<file path="config.mk">
export PLATFORM = sky130hd
export DESIGN_NAME = edge_req_arbiter_flat
export DESIGN_NICKNAME = d
export VERILOG_FILES = /design/src/rtl/edge_req_arbiter_if.sv /design/src/rtl/edge_req_arbiter.sv /design/src/flat_wrapper.sv
export SDC_FILE = /design/constraint.sdc
export NUM_CORES = 1
export LEC_CHECK = 0
export ABC_AREA = 1
export CORE_MARGIN = 3
export CORE_UTILIZATION = 48
export DETAILED_ROUTE_END_ITERATION = 16
export GPL_TIMING_DRIVEN = 0
export PLACE_DENSITY_LB_ADDON = 0.3
export SLEW_MARGIN = 5
export SYNTH_ARGS = -nofsm -noshare
export SYNTH_HDL_FRONTEND = slang
export SYNTH_SLANG_ARGS = --single-unit
</file>
<file path="constraint.sdc">
create_clock -name clk -period 1.7 [get_ports clk]
set_clock_uncertainty 0.15 [all_clocks]
set_input_delay 0.255 -clock clk [delete_from_list [all_inputs] [get_ports clk]]
set_output_delay 0.255 -clock clk [all_outputs]
set_load 0.02 [all_outputs]
</file>
<file path="src/rtl/edge_req_arbiter_if.sv">
// -----------------------------------------------------------------------------
// edge_req_arbiter_if
//   Grant handshake between edge_req_arbiter and the shared resource it feeds.
//
//   Signals:
//     gnt_valid  arbiter -> resource : a grant is being presented
//     gnt_id     arbiter -> resource : channel being granted, stable while valid
//     gnt_ready  resource -> arbiter : resource accepts the current grant
//
//   Modports:
//     master : arbiter side (drives gnt_valid / gnt_id)
//     slave  : resource side (drives gnt_ready)
// -----------------------------------------------------------------------------
interface edge_req_arbiter_if #(
    parameter int unsigned IDW = 2
) ();

    logic           gnt_valid;
    logic [IDW-1:0] gnt_id;
    logic           gnt_ready;

    modport master (
        output gnt_valid,
        output gnt_id,
        input  gnt_ready
    );

    modport slave (
        input  gnt_valid,
        input  gnt_id,
        output gnt_ready
    );

endinterface

</file>
<file path="src/rtl/edge_req_arbiter.sv">
// -----------------------------------------------------------------------------
// edge_req_arbiter
//   Round-robin scheduler that lets N level inputs share one downstream
//   resource. Every channel runs a two-flop rising-edge detector; each detected
//   edge becomes a pending request, and pending requests are granted one at a
//   time over a valid/ready handshake.
//
//   Build option:
//     EDGE_ARB_PCNT_EN  undefined : one pending flag per channel
//     EDGE_ARB_PCNT_EN  defined   : PCW-bit saturating pending counter per
//                                   channel in place of the flag
//
//   Parameters:
//     N    number of request channels (2..16)
//     IDW  grant ID width, must be $clog2(N)
//     PCW  pending counter width (counter build only)
//
//   Ports:
//     clk      clock, all state updates on the rising edge
//     reset    synchronous reset, active high
//     D_in     request levels, one per channel (already synchronised upstream)
//     ovf_clr  clears all overflow flags (a same-cycle set wins)
//     ovf      sticky per-channel flag, set when a request edge is dropped
//     gnt      grant handshake (master side): gnt_valid / gnt_id / gnt_ready
// -----------------------------------------------------------------------------
module edge_req_arbiter #(
    parameter int unsigned N   = 4,
    parameter int unsigned IDW = 2,
    parameter int unsigned PCW = 3
) (
    input  logic                      clk,
    input  logic                      reset,
    input  logic [N-1:0]              D_in,
    input  logic                      ovf_clr,
    output logic [N-1:0]              ovf,
    edge_req_arbiter_if.master        gnt
);

    // -------------------------------------------------------------------------
    // Elaboration-time parameter sanity checks
    // -------------------------------------------------------------------------
    if (N < 2 || N > 16) begin : g_bad_n
        $error("edge_req_arbiter: N must be in 2..16");
    end

    if (IDW != $clog2(N)) begin : g_bad_idw
        $error("edge_req_arbiter: IDW must equal $clog2(N)");
    end

    if (PCW < 1 || PCW > 16) begin : g_bad_pcw
        $error("edge_req_arbiter: PCW must be in 1..16");
    end

    // -------------------------------------------------------------------------
    // Declarations
    // -------------------------------------------------------------------------
    typedef enum logic {
        S_IDLE  = 1'b0,
        S_GRANT = 1'b1
    } state_t;

    localparam logic [IDW-1:0] LAST_ID = IDW'(N - 1);

    state_t         r_state;
    logic           r_gnt_valid;
    logic [IDW-1:0] r_gnt_id;
    logic [IDW-1:0] r_ptr;
    logic [N-1:0]   r_q1;
    logic [N-1:0]   r_q2;
    logic [N-1:0]   r_ovf;

    logic [N-1:0]   w_edge;
    logic [N-1:0]   w_pending;
    logic [N-1:0]   w_take;
    logic [N-1:0]   w_drop;
    logic           w_any;
    logic [IDW-1:0] w_sel;

    // -------------------------------------------------------------------------
    // Two-flop rising-edge detector per channel
    // -------------------------------------------------------------------------
    always_ff @(posedge clk) begin
        if (reset) begin
            r_q1 <= '0;
            r_q2 <= '0;
        end else begin
            r_q1 <= D_in;
            r_q2 <= r_q1;
        end
    end

    assign w_edge = r_q1 & ~r_q2;

    // -------------------------------------------------------------------------
    // Pending storage
    // -------------------------------------------------------------------------
`ifdef EDGE_ARB_PCNT_EN

    logic [PCW-1:0] r_pcnt [N];

    always_comb begin
        w_pending = '0;
        w_drop    = '0;
        for (int unsigned i = 0; i < N; i++) begin
            w_pending[i] = (r_pcnt[i] != '0);
            // A full counter cannot absorb an edge unless a grant frees a slot
            // in the same cycle.
            w_drop[i]    = w_edge[i] & (r_pcnt[i] == '1) & ~w_take[i];
        end
    end

    always_ff @(posedge clk) begin
        if (reset) begin
            for (int unsigned i = 0; i < N; i++) begin
                r_pcnt[i] <= '0;
            end
        end else begin
            for (int unsigned i = 0; i < N; i++) begin
                case ({w_edge[i], w_take[i]})
                    2'b10: begin
                        if (r_pcnt[i] != '1) begin
                            r_pcnt[i] <= r_pcnt[i] + 1'b1;
                        end
                    end
                    2'b01: begin
                        r_pcnt[i] <= r_pcnt[i] - 1'b1;
                    end
                    default: begin
                        // no change, or increment and decrement cancel
                    end
                endcase
            end
        end
    end

`else

    logic [N-1:0] r_pend;

    assign w_pending = r_pend;
    assign w_drop    = w_edge & r_pend & ~w_take;

    // Set has priority over the grant clear in the same cycle.
    always_ff @(posedge clk) begin
        if (reset) begin
            r_pend <= '0;
        end else begin
            r_pend <= (r_pend & ~w_take) | w_edge;
        end
    end

`endif

    // -------------------------------------------------------------------------
    // Round-robin selection: first pending channel at or after r_ptr, wrapping
    // -------------------------------------------------------------------------
    always_comb begin
        int unsigned idx;
        idx   = 0;
        w_any = 1'b0;
        w_sel = '0;
        for (int unsigned off = 0; off < N; off++) begin
            idx = int'(r_ptr) + off;
            if (idx >= N) begin
                idx = idx - N;
            end
            if (!w_any && w_pending[idx]) begin
                w_any = 1'b1;
                w_sel = IDW'(idx);
            end
        end
    end

    // One-hot of the channel granted this cycle (only when leaving IDLE).
    always_comb begin
        w_take = '0;
        if (r_state == S_IDLE && w_any) begin
            w_take[w_sel] = 1'b1;
        end
    end

    // -------------------------------------------------------------------------
    // Grant FSM with registered outputs
    // -------------------------------------------------------------------------
    always_ff @(posedge clk) begin
        if (reset) begin
            r_state     <= S_IDLE;
            r_gnt_valid <= 1'b0;
            r_gnt_id    <= '0;
            r_ptr       <= '0;
        end else begin
            case (r_state)
                S_IDLE: begin
                    if (w_any) begin
                        r_gnt_id    <= w_sel;
                        r_gnt_valid <= 1'b1;
                        r_state     <= S_GRANT;
                    end
                end
                S_GRANT: begin
                    if (gnt.gnt_ready) begin
                        r_gnt_valid <= 1'b0;
                        r_ptr       <= (r_gnt_id == LAST_ID) ? '0 : r_gnt_id + 1'b1;
                        r_state     <= S_IDLE;
                    end
                end
                default: begin
                    r_state <= S_IDLE;
                end
            endcase
        end
    end

    // -------------------------------------------------------------------------
    // Sticky overflow flags: a same-cycle set wins over ovf_clr
    // -------------------------------------------------------------------------
    always_ff @(posedge clk) begin
        if (reset) begin
            r_ovf <= '0;
        end else begin
            r_ovf <= (ovf_clr ? '0 : r_ovf) | w_drop;
        end
    end

    assign gnt.gnt_valid = r_gnt_valid;
    assign gnt.gnt_id    = r_gnt_id;
    assign ovf           = r_ovf;

endmodule

</file>
<file path="src/flat_wrapper.sv">
// flat-port wrapper written by rule: the top's interface ports become plain ports
module edge_req_arbiter_flat 
#(
    parameter int unsigned N   = 4,
    parameter int unsigned IDW = 2,
    parameter int unsigned PCW = 3
)
  (clk, reset, D_in, ovf_clr, ovf, gnt_gnt_valid, gnt_gnt_id, gnt_gnt_ready);
  edge_req_arbiter_if #(.IDW(IDW)) gnt_i ();
  input  logic clk;
  input  logic reset;
  input  logic [N-1:0] D_in;
  input  logic ovf_clr;
  output logic [N-1:0] ovf;
  output wire logic [$bits(gnt_i.gnt_valid)-1:0] gnt_gnt_valid;
  output wire logic [$bits(gnt_i.gnt_id)-1:0] gnt_gnt_id;
  input wire logic [$bits(gnt_i.gnt_ready)-1:0] gnt_gnt_ready;
  assign gnt_gnt_valid = gnt_i.gnt_valid;
  assign gnt_gnt_id = gnt_i.gnt_id;
  assign gnt_i.gnt_ready = gnt_gnt_ready;
  edge_req_arbiter #(.N(N), .IDW(IDW), .PCW(PCW)) u_core (.clk(clk), .reset(reset), .D_in(D_in), .ovf_clr(ovf_clr), .ovf(ovf), .gnt(gnt_i));
endmodule
</file>
# == After elaboration in Yosys (flattened, before gate mapping) ==
# Index checks and enable logic that the tools add are counted.
# Widths: inputs -> output; s select.
# totals
regBits,22
inputBits,8
output_inout_bits,7
word_cells,80
# op_classes
n_addsub,8
magnitude_cmp,10
n_eq_ne,3
n_mux,31
bitwise_logic,9
n_reduce_logical,11
# op_table
cell,count
$lt 32x3->1 const B,4
$mux 32,4
$ge 32x3->1 const B,3
$sub 32x3->32 const B,3
$and 4x4->4,4
$mux 1,13
$mux 2,5
$bmux 1 s2,4
$mux 4,2
$not 4->4,2
$or 4x4->4,2
$add 2x2->3 const B,2
$reduce_and 2->1,3
$logic_and 1x1->1,5
$pmux 1 s2,2
$sub 2x3->4 const B,1
$add 2x1->3 const B,1
$ge 2x3->1 const B,1
$logic_not 1->1,3
$lt 2x3->1 const B,1
$add 2x1->2 const B,1
$demux 1 s2,1
$eq 2x2->1 const B,1
$ge 2x1->1 const B,1
3 further kinds,3

# == Depth between registers and ports, before layout ==
# Gate-level depths: netlist (run 1).
# logic_depth
word_depth,22
ltp_mapped,13

# == Least setup slack after synthesis (run 1) ==
# No wires, ideal clock.
# synth_path
kind,reg-to-reg
from,reg u_core.r_ptr[0]
to,"reg u_core.r_ovf[0], in the netlist u_core.ovf[0]"
setup_ps,135
arrival_ps,1293
required_time_ps,1415
setup_slack_ps,122
path_stages_with_launch,13
path_buffers,1
cell_sequence,dfxtp_1 buf_6 nand2_1 nand2_1 nand2_4 nand2_4 nor2_8 nand3_2 nand3_2 nor2_2 nand2_1 nand2_1 a21oi_2
# synth_via
elab_chain_cells,22
elab_cells_between_ends,47
cone_classes,add/sub: 7; order compare: 6; mux: 23; bitwise: 3; reduce/logical: 8
# synth_lines
element,line_no,rtl
"start, declared",edge_req_arbiter.sv:67,logic [IDW-1:0] r_ptr;
"start signal, assigned",edge_req_arbiter.sv:203,r_ptr <= (r_gnt_id == LAST_ID) ? '0 : r_gnt_id + 1'b1;
"parallel branches: the longest is 18 deep, another holds $sub 32x3->32",--,
$mux 4 *,edge_req_arbiter.sv:177,if (r_state == S_IDLE && w_any) begin
$not 4->4 *,edge_req_arbiter.sv:141,assign w_drop = w_edge & r_pend & ~w_take;
$and 4x4->4 *,edge_req_arbiter.sv:141,
$or 4x4->4 *,edge_req_arbiter.sv:221,r_ovf <= (ovf_clr ? '0 : r_ovf) | w_drop;
"end signal, assigned",edge_req_arbiter.sv:221,
"end, declared",edge_req_arbiter.sv:70,logic [N-1:0] r_ovf;
# Mark *: on every way between the ends. The select of a mux whose other input is x is not followed.
# A chain may end at the register's enable or synchronous reset.

# == Final worst setup path (run 1) ==
# layout_path
from,reg u_core.r_ptr[0]
to,"reg u_core.r_ovf[3], in the netlist u_core.ovf[3]"
# Same word-level chain as after synthesis.

==> summary.txt, run 1 <==
Status
  – Outcome: finished, violations left
  – Failing checks: setup timing

Critical path
  – CP Data Required Time: 1.73 ns
  – Crit-path max FO: 5
  – Element type at the critical path end: flop
  – Kind of launch point of the worst setup path: flop
  – R2r startpoint: u_core.r_ptr[0]$_SDFFE_PP0P_
  – Crit. Startpoint: u_core.r_ptr[0]$_SDFFE_PP0P_
  – Setup CP Type: reg2reg
  – WP data arrival: 1.75 ns

Finish
  – Final nets: 191
  – Layout cells sized above 1: 0.3646
  – Core Util, Final: 0.6844
  – ANT cells: 0
  – Layout area overhead: 30.91%

STA
  – Max_slew headroom: 0.6471
  – Final worst-path cycle share: 1.011
  – Final Hold Fails: 0
  – RSZ-0062 raised after global routing: yes
  – Setup_tns: -0.05394 ns
  – Setup violators final: 4
  – Fmax: 581.7 MHz
  – Slew at the pin closest to its max-slew limit: 0.5294 ns
  – Final Max Tran Viols: 0
  – Min Tclk post-route: 1.719 ns
  – Final worst slack: -0.01904 ns
  – Min Hold Slack: 0.2282 ns

CTS
  – H-tree depth: 1
  – CTS clock-pin slew for the worst setup and hold paths: 0.11 ns
  – Later-pin clock latency in the skew report: 0.30 ns
  – Clock Tree Buf Depth: 2
  – TritonCTS clock tree: yes
  – Clock Root Buffer: clkbuf_4
  – Sink Count: 22
  – Num CTS Buffers: 3

Yosys
  – Post-synth top cells: nand2_1 (41), dfxtp_1 (22), inv_1 (19)
  – Main synth FF type: dfxtp_1
  – Post-synth cell types: 22
  – Post-synthesis sequential area ratio: 0.3701
  – Synth area leader: dfxtp_1
  – Asr flop ratio synth: 0
  – Top cell type's share of synthesized area: 0.3701
  – #FFs+latches synth: 22
  – Post-Syn Area: 1190 sq um
  – Net Count, Synth: 169
  – Syn Area/Cell: 7.437 sq um
  – Most frequent cell after synthesis: nand2_1
  – Synth area leaders: dfxtp_1 (37%), nand2_1 (13%), nand2_4 (8.5%)
  – Mapped Cells: 160
  – EDFF count, synth: 0
  – Synth Warn #: 0

GRT
  – Vias in the first global route: 943
  – First-pass GRT wire length: 3.732 mm
  – Pin count of the biggest net entering global routing: 13
  – GRT Total Usage: 0.1456
  – Antenna violations before repair: 0
  – Grt ovf: 0

Power and ir drop
  – Worst IR Drop VDD: 0.9071 mV
  – Pint: 1.114 mW
  – Cell Pwr Density: 1257 nW/um^2
  – Switching share of power: 0.4310
  – Sw power: 0.8440 mW
  – Combinational cell fraction of total power: 0.526
  – Clk pwr share: 0.142
  – Leak: 0.7645 nW
  – Seq pwr share: 0.332

Die
  – Core Box Area: 2276 sq um
  – Die Ht: 55.79 um
  – DIE AREA: 3113 sq um
  – Die Wd: 55.79 um
  – I/O Pins: 15
  – Site Rows: 17
  – Starting density of the core: 0.5228

Flow run
  – Max Cap Viol: 0

Route
  – Final wirelength: 2.488 mm
  – Antenna-violating nets left: 0
  – Routed len/inst: 11.90 um
  – Initial DRC Count: 17
  – TritonRoute pass-1 iters: 4
  – Vias post-DR: 1024
  – DR vias/cell: 4.900
  – Drc violations: 0

Worst hold path
  – Worst hold path type: in2reg
  – Hold path start: reset

Placed design
  – RePlAce Congestion: 0.7515
  – Port-buffer cells: 13
  – Dpl hpwl: 1.663 mm
[per-stage QoR]
stage          setup WS (ns)  power (mW)  std cells  instance area [sq um]
6_report            -0.01904       1.958        209                   1558
4_1_cts              0.01024       1.759        205                   1391
2_1_floorplan         0.1222       1.307        160                   1190
5_1_grt              -0.1338       2.086        209                   1558
3_5_place_dp        -0.01658       1.493        201                   1355
3_3_place_gp        -0.02014       1.468        201                   1355
[cells in the final DEF (no fill, tap or decap), drive strengths merged, types with 4 or more instances in the layout]
cell type	synthesis	routed
a21oi	13	13
buf	1	4
clkbuf	2	7
clkdlybuf4s50	0	8
dfxtp	22	22
inv	24	24
nand2	58	58
nand3	9	9
nor2	19	19
[power groups by stage]
stage | logic, mW | clock network (mW) | registers [mW]
2_1_floorplan | 0.635 | 0 | 0.673
3_3_place_gp | 0.830 | 0 | 0.639
3_5_place_dp | 0.850 | 0 | 0.643
4_1_cts | 0.841 | 0.285 | 0.632
5_1_grt | 1.13 | 0.301 | 0.657
6_report | 1.03 | 0.278 | 0.650
[worst max-delay path, cell delays in order, from the launching register on]
cell	delay (ns)
dfxtp_4	0.42
buf_8	0.15
nand2_4	0.07
nand3_4	0.10
nand2_4	0.08
nor2_8	0.15
nand3_2	0.10
nand3_4	0.11
nand2_4	0.07
o21bai_1	0.13
a21oi_1	0.08
[what timing repair did]
action / in CTS / in global routing
hold buffers: 0 / 0
pin swaps: 0 / 5
gates resized for setup: 4 / 34
setup buffers: 0 / 3
gates cloned: 0 / 1
setup endpoints to repair: 9 / 13
[final cells by class]
class | count | area, sq um
buffer | 3 | 22.52
inverter | 24 | 97.59
clock buffer | 4 | 36.28
fill | 180 | 718.2
timing repair buffer | 17 | 182.7
sequential | 22 | 449.2
multi-input combinational | 111 | 734.5
tap | 28 | 35.03
[flip-flops by register name, indices dropped and copies added, names as in the netlist]
name                  cells
u_core.ovf                4
u_core.r_pend             4
u_core.r_q1               4
u_core.r_q2               4
u_core.gnt.gnt_id         2
u_core.r_ptr              2
u_core.gnt.gnt_valid      1
u_core.r_state            1
[logic make-up after synthesis]
family / after synthesis / share of synthesized area
buf+inv: 27 / 0.09359
simple gates: 91 / 0.4269
flops: 22 / 0.3701
fa+ha+maj: 1 / 0.01051
compound gates: 19 / 0.09883
[path summary, 6_finish.rpt]
kind         slack (ns)                        end  cells past startpoint
min                0.23   u_core.ovf[0]$_SDFF_PP0_                      2
min reg2reg        0.28  u_core.r_q2[1]$_SDFF_PP0_                      2
max reg2reg       -0.02   u_core.ovf[3]$_SDFF_PP0_                     10
max               -0.02   u_core.ovf[3]$_SDFF_PP0_                     10
[per-layer routing]
layer,up-vias,wire length [um],track usage
met5,-,0,0
met4,0,38,0.05208
met3,6,63,0.01392
met2,20,1351,0.2584
met1,465,1035,0.1812
li1,533,-,-
Note: power is estimated with default switching activity, not from simulation.
==> inputs of run 2 (changes only) <==
CORE_MARGIN = 5   (was 3)
==> run 2 against run 1 <==
Compared with the run above: the run now ends clean; design area decreased by 8.6%; hold slack got worse by 0.0019 ns; worst setup slack improved by 0.035 ns; sequential power decreased by 3%; sequential cell count unchanged; global-route usage decreased by 1.1 points; highest routed layer unchanged.
==> summary.txt, run 2 (synthesis gave the netlist of run 1 again) <==
GRT
  – GRT Total Usage: 0.1341 (-0.01145)
  – Pin count of the biggest net entering global routing: 12 (-1)
  – Grt ovf: 0 (unchanged)
  – First-pass GRT wire length: 3.746 mm (+0.38%)
  – Antenna violations before repair: 0 (unchanged)
  – Vias in the first global route: 920 (-2.4%)

Finish
  – Layout area overhead: 19.66%
  – Commonest non-fill, non-tap cell in the layout: nand2_1
  – ANT cells: 0 (unchanged)
  – Commonest cells after routing, fill and taps aside: nand2_1 (39), inv_1 (19), dfxtp_1 (19)
  – Final nets: 188 (-1.6%)
  – Core Util, Final: 0.5854 (-0.09905)
  – Post-Layout Cell Count: 207 (-0.96%)
  – Layout cells sized above 1: 0.2825 (-0.08216)

Placed design
  – RePlAce Congestion: 0.8452 (+12%)
  – Dpl hpwl: 1.775 mm (+6.7%)
  – Pre-CTS setup slack: -0.03784 ns (-0.02126 ns)
  – DP Cell Count: 203 (+1.0%)
  – Port-buffer cells: 13 (unchanged)

Critical path
  – CP Data Required Time: 1.73 ns (about the same)
  – Worst Setup EP: u_core.ovf[3]$_SDFF_PP0_
  – Element type at the critical path end: flop
  – Reg2reg end: u_core.ovf[3]$_SDFF_PP0_
  – R2r startpoint: u_core.r_ptr[0]$_SDFFE_PP0P_
  – R2R cell count: 12 (+2)
  – Most used cell, CP: nand2_4
  – Crit-path max FO: 9 (+4)
  – CP peak stage delay: 0.37 ns (-0.05 ns)
  – Setup CP Type: reg2reg
  – Crit. Startpoint: u_core.r_ptr[0]$_SDFFE_PP0P_
  – Reg2Reg Setup Slack: 0.02 ns (+0.04 ns)
  – Kind of launch point of the worst setup path: flop
  – WP data arrival: 1.71 ns (-0.04 ns)
  – Slowest CP cell: dfxtp_2
  – CP Cell Sequence: buf_6 > nand2_1 > nand2_2 > nand2_4 > nand2_4 > nor2_8 > nand3_2 > nand2_4 > inv_4 > nand2_4 > o21bai_1 > a21oi_1

STA
  – RSZ-0062 raised after global routing: yes
  – Max_slew headroom: 0.6548 (+0.007728)
  – Slew at the pin closest to its max-slew limit: 0.5178 ns (-0.01159 ns)
  – Min Tclk post-route: 1.684 ns (-0.03526 ns)
  – Setup violators final: 0 (-4)
  – Setup_tns: 0 ns (+0.05394 ns)
  – Fmax: 593.9 MHz (+2.1%)
  – Final Max Tran Viols: 0 (unchanged)
  – Final worst slack: 0.01621 ns (+0.03526 ns)
  – Final Hold Fails: 0 (unchanged)
  – Final worst-path cycle share: 0.9905 (-0.02074)

Flow run
  – Max Cap Viol: 0 (unchanged)

Power and ir drop
  – Worst IR Drop VDD: 0.8506 mV (-6.2%)
  – Leak: 0.7273 nW (-4.9%)
  – Cell Pwr Density: 1226 nW/um^2 (-2.5%)
  – Total power: 1.746 mW (-11%)

Route
  – Final wirelength: 2.162 mm (-13%)
  – Vias post-DR: 997 (-2.6%)
  – Drc violations: 0 (unchanged)
  – Routed len/inst: 10.44 um (-12%)
  – DR vias/cell: 4.816 (-1.7%)
  – Initial DRC Count: 16 (-1)
  – Antenna-violating nets left: 0 (unchanged)
  – TritonRoute pass-1 iters: 4 (unchanged)

CTS
  – Later-pin clock latency in the skew report: 0.30 ns (about the same)
  – Num CTS Buffers: 3 (unchanged)
  – Clock Root Buffer: clkbuf_4
  – TritonCTS clock tree: yes
  – Clock Tree Buf Depth: 2 (unchanged)
  – Hold bufs inserted after CTS: 0 (unchanged)
  – CTS clock-pin slew for the worst setup and hold paths: 0.11 ns (about the same)
  – H-tree depth: 1 (unchanged)
  – Sink Count: 22 (unchanged)

Die
  – Die Ht: 59.79 um (+7.2%)
  – Starting density of the core: 0.4892 (-0.03362)
  – DIE AREA: 3575 sq um (+15%)
  – Site Rows: 18 (+1)
  – Core Box Area: 2432 sq um (+6.9%)
  – Die Wd: 59.79 um (+7.2%)
  – I/O Pins: 15 (unchanged)

Status
  – Outcome: completed

Worst hold path
  – Worst hold path type: in2reg
## run 2: layer usage
metal | track usage | vias up | routed length (um)
met2 | 0.2361 | 13 | 1109
met1 | 0.1575 | 453 | 966
li1 | - | 527 | -
met5 | 0 | - | 0
met3 | 0.02376 | 4 | 54
met4 | 0.05696 | 0 | 31
## run 2: per-stage QoR
step                      area [sq um]  hold slack [ns]
final                             1424           0.2263
after global routing              1424           0.2378
after CTS                         1393           0.2311
after detailed placement          1358           0.2603
after global placement            1358           0.2589
after floorplan                   1190           0.2120
## run 2: worst max-delay path: cells and delay by family, from the launching register on
| family | cells | cell delay, ns |
|---|---|---|
| AOI/OAI and AO/OA | 2 | 0.21 |
| buffers and inverters | 2 | 0.23 |
| DFF | 1 | 0.37 |
| and+or+nand+nor | 8 | 0.58 |
## run 2: layout make-up
| class | instances | area [sq um] |
|---|---|---|
| fillers | 223 | 1008 |
| multi-input cells | 111 | 663.1 |
| flip-flops and latches | 22 | 444.2 |
| repair buffers | 14 | 145.1 |
| inverters | 24 | 92.59 |
| well taps | 30 | 37.54 |
| clock buffers | 3 | 22.52 |
| plain buffers | 3 | 18.77 |
## run 2: report_power, final
group / switching (mW) / internal, mW
registers: 0.0485 / 0.585
clock network: 0.143 / 0.0828
logic: 0.566 / 0.321
total: 0.758 / 0.988
## run 2: worst min-delay path by stage
stage | to | from | depth (start not counted)
floorplan | u_core.r_q1[0]$_SDFF_PP0_ | D_in[0] | 2
global placement | u_core.r_q2[0]$_SDFF_PP0_ | u_core.r_q1[0]$_SDFF_PP0_ | 2
detailed placement | u_core.r_q2[0]$_SDFF_PP0_ | u_core.r_q1[0]$_SDFF_PP0_ | 2
CTS | u_core.ovf[1]$_SDFF_PP0_ | reset | 2
global route | u_core.ovf[1]$_SDFF_PP0_ | reset | 2
finish | u_core.ovf[1]$_SDFF_PP0_ | reset | 2
## run 2: timing repair
action / CTS / global route
pin swaps: 0 / 1
endpoints found under the hold margin: 0 / 0
setup buffers: 0 / 1
gates resized for setup: 6 / 9
setup endpoints to repair: 9 / 15
==> inputs of run 3 (changes only) <==
SETUP_SLACK_MARGIN = 0.3   (was unset)
==> run 3 against run 2 <==
Compared with the run above: the flow now finishes with violations (setup timing); via count up 5.1%; clock power about the same; sequential share of layout area down 2.2 points; count of clock-buffer cells in the layout unchanged; first-iteration DRC count up 6.3%; design area up 9.8%; die area unchanged; non-clock buffer count up 6; register-to-register slack worse by 0.09 ns; critical path type unchanged.
==> summary.txt, run 3 (synthesis gave the netlist of run 1 again) <==
Critical path
  – CP Cell Sequence: buf_8 > nand2_2 > nand2_1 > nand2_2 > nand2_4 > inv_1 > nand2_1 > nand3_2 > nand2_4 > nand3_2 > nand2_1 > a21oi_1
  – Setup CP Type: reg2reg
  – Slowest CP cell: dfxtp_4
  – Delay-heaviest family, CP: simple AND/OR/NAND/NOR gates
  – CP Data Required Time: 1.73 ns (about the same)
  – CP peak stage delay: 0.42 ns (+0.05 ns)
  – WP data arrival: 1.80 ns (+0.09 ns)
  – Kind of launch point of the worst setup path: flop
  – Crit-path max FO: 6 (-3)
  – Most used cell, CP: nand2_1
  – Element type at the critical path end: flop
  – CP Buf/Inv Count: 2 (unchanged)

CTS
  – Hold bufs inserted after CTS: 0 (unchanged)
  – H-tree depth: 1 (unchanged)
  – CTS clock-pin slew for the worst setup and hold paths: 0.11 ns (about the same)
  – Num CTS Buffers: 3 (unchanged)
  – Clock Root Buffer: clkbuf_4
  – Clock Tree Buf Depth: 2 (unchanged)
  – TritonCTS clock tree: yes
  – Later-pin clock latency in the skew report: 0.29 ns (about the same)
  – Sink Count: 22 (unchanged)

Die
  – Die Wd: 59.79 um (unchanged)
  – I/O Pins: 15 (unchanged)
  – Site Rows: 18 (unchanged)
  – DIE AREA: 3575 sq um (unchanged)
  – Die Ht: 59.79 um (unchanged)
  – Core Box Area: 2432 sq um (unchanged)
  – Starting density of the core: 0.4892 (unchanged)

Route
  – Drc violations: 0 (unchanged)
  – Vias post-DR: 1048 (+5.1%)
  – TritonRoute pass-1 iters: 4 (unchanged)
  – Routed len/inst: 11.62 um (+11%)
  – DR vias/cell: 4.920 (+2.2%)
  – Antenna-violating nets left: 0 (unchanged)
  – Final wirelength: 2.475 mm (+14%)
  – Initial DRC Count: 17 (+1)

GRT
  – First-pass GRT wire length: 3.774 mm (+0.75%)
  – GRT Total Usage: 0.1368 (+0.002664)
  – Vias in the first global route: 955 (+3.8%)
  – Pin count of the biggest net entering global routing: 12 (unchanged)
  – Antenna violations before repair: 0 (unchanged)
  – Grt ovf: 0 (unchanged)

Power and ir drop
  – Worst IR Drop VDD: 0.9171 mV (+7.8%)
  – Total power: 1.977 mW (+13%)
  – Cell Pwr Density: 1264 nW/um^2 (+3.1%)
  – Leak: 0.7178 nW (-1.3%)

Placed design
  – Port-buffer cells: 13 (unchanged)
  – Dpl hpwl: 1.769 mm (-0.33%)
  – Post-DP Area: 1390 sq um (+2.4%)
  – RePlAce Congestion: 0.8374 (-0.92%)
  – DP Cell Count: 203 (unchanged)

Status
  – Outcome: finished, violations left
  – Failing checks: setup timing

Finish
  – Area used by multi-input combinational logic: 747.0 sq um (+13%)
  – ANT cells: 0 (unchanged)
  – Commonest cells after routing, fill and taps aside: nand2_1 (31), inv_1 (19), dfxtp_1 (18)
  – Fill count: 218 (-2.2%)
  – Layout cells sized above 1: 0.3934 (+0.1110)
  – Storage element area: 452.9 sq um (+2.0%)
  – Post-Layout Cell Count: 213 (+2.9%)
  – Commonest non-fill, non-tap cell in the layout: nand2_1
  – Post-route cell area: 1564 sq um (+9.8%)
  – Layout area overhead: 31.44%
  – Final nets: 194 (+3.2%)

STA
  – Max_slew headroom: 0.6290 (-0.02580)
  – Setup violators final: 10 (+10)
  – Min Tclk post-route: 1.771 ns (+0.08682 ns)
  – Final Max Tran Viols: 0 (unchanged)
  – Final worst-path cycle share: 1.042 (+0.05107)
  – Slew at the pin closest to its max-slew limit: 0.5565 ns (+0.03870 ns)
  – Final Hold Fails: 0 (unchanged)
  – Fmax: 564.8 MHz (-4.9%)
  – RSZ-0062 raised after global routing: yes
  – Setup_tns: -0.4637 ns (-0.4637 ns)
  – Final worst slack: -0.07061 ns (-0.08682 ns)

Worst hold path
  – Worst hold path type: in2reg

Flow run
  – Max Cap Viol: 0 (unchanged)
run 3: worst paths after layout:
check	slack (ns)	cells after the start	endpoint	start
min reg2reg	0.28	2	u_core.r_q2[1]$_SDFF_PP0_	u_core.r_q1[1]$_SDFF_PP0_
max reg2reg	-0.07	12	u_core.ovf[2]$_SDFF_PP0_	u_core.r_ptr[0]$_SDFFE_PP0P_
min	0.25	2	u_core.ovf[0]$_SDFF_PP0_	reset
max	-0.07	12	u_core.ovf[2]$_SDFF_PP0_	u_core.r_ptr[0]$_SDFFE_PP0P_
run 3: final cells by class:
cell class | instances | area share
Buffer | 3 | 0.01440
Clock buffer | 3 | 0.01440
Inverter | 24 | 0.06400
Multi-Input combinational cell | 111 | 0.4776
Sequential cell | 22 | 0.2896
Tap cell | 30 | 0.02400
Timing Repair Buffer | 20 | 0.1160
run 3: worst register-to-register path: cells and delay by family, from the launching register on:
family / cells / cell delay (ns)
buffers and inverters: 2 / 0.19
and+or+nand+nor: 9 / 0.83
AOI/OAI and AO/OA: 1 / 0.06
DFF: 1 / 0.42
run 3: metal layers:
metal | wire (um) | GRT usage
met5 | 0 | 0
met4 | 80 | 0.07278
met3 | 54 | 0.01728
met2 | 1303 | 0.2485
met1 | 1036 | 0.1522
run 3: timing repair:
action,4_1_cts,5_1_grt
pin swaps,1,8
endpoints found under the setup margin,19,18
resized for setup,11,37
buffers inserted,2,4
gates cloned,0,1
run 3: through the flow:
step	hold WS (ns)	util	worst slack [ns]
2_1_floorplan	0.2120	-	0.1779
3_3_place_gp	0.2586	0.5715	0.03397
3_5_place_dp	0.2613	0.5715	0.01757
4_1_cts	0.2379	0.5864	0.02436
5_1_grt	0.2399	0.6430	-0.1777
6_report	0.2484	0.6430	-0.07061
run 3: report_power, final:
group | switching [mW] | internal, mW | total, mW | leakage, nW
logic | 0.679 | 0.430 | 1.11 | 0.520
clock network | 0.140 | 0.0826 | 0.223 | 0.0138
registers | 0.0588 | 0.587 | 0.646 | 0.184
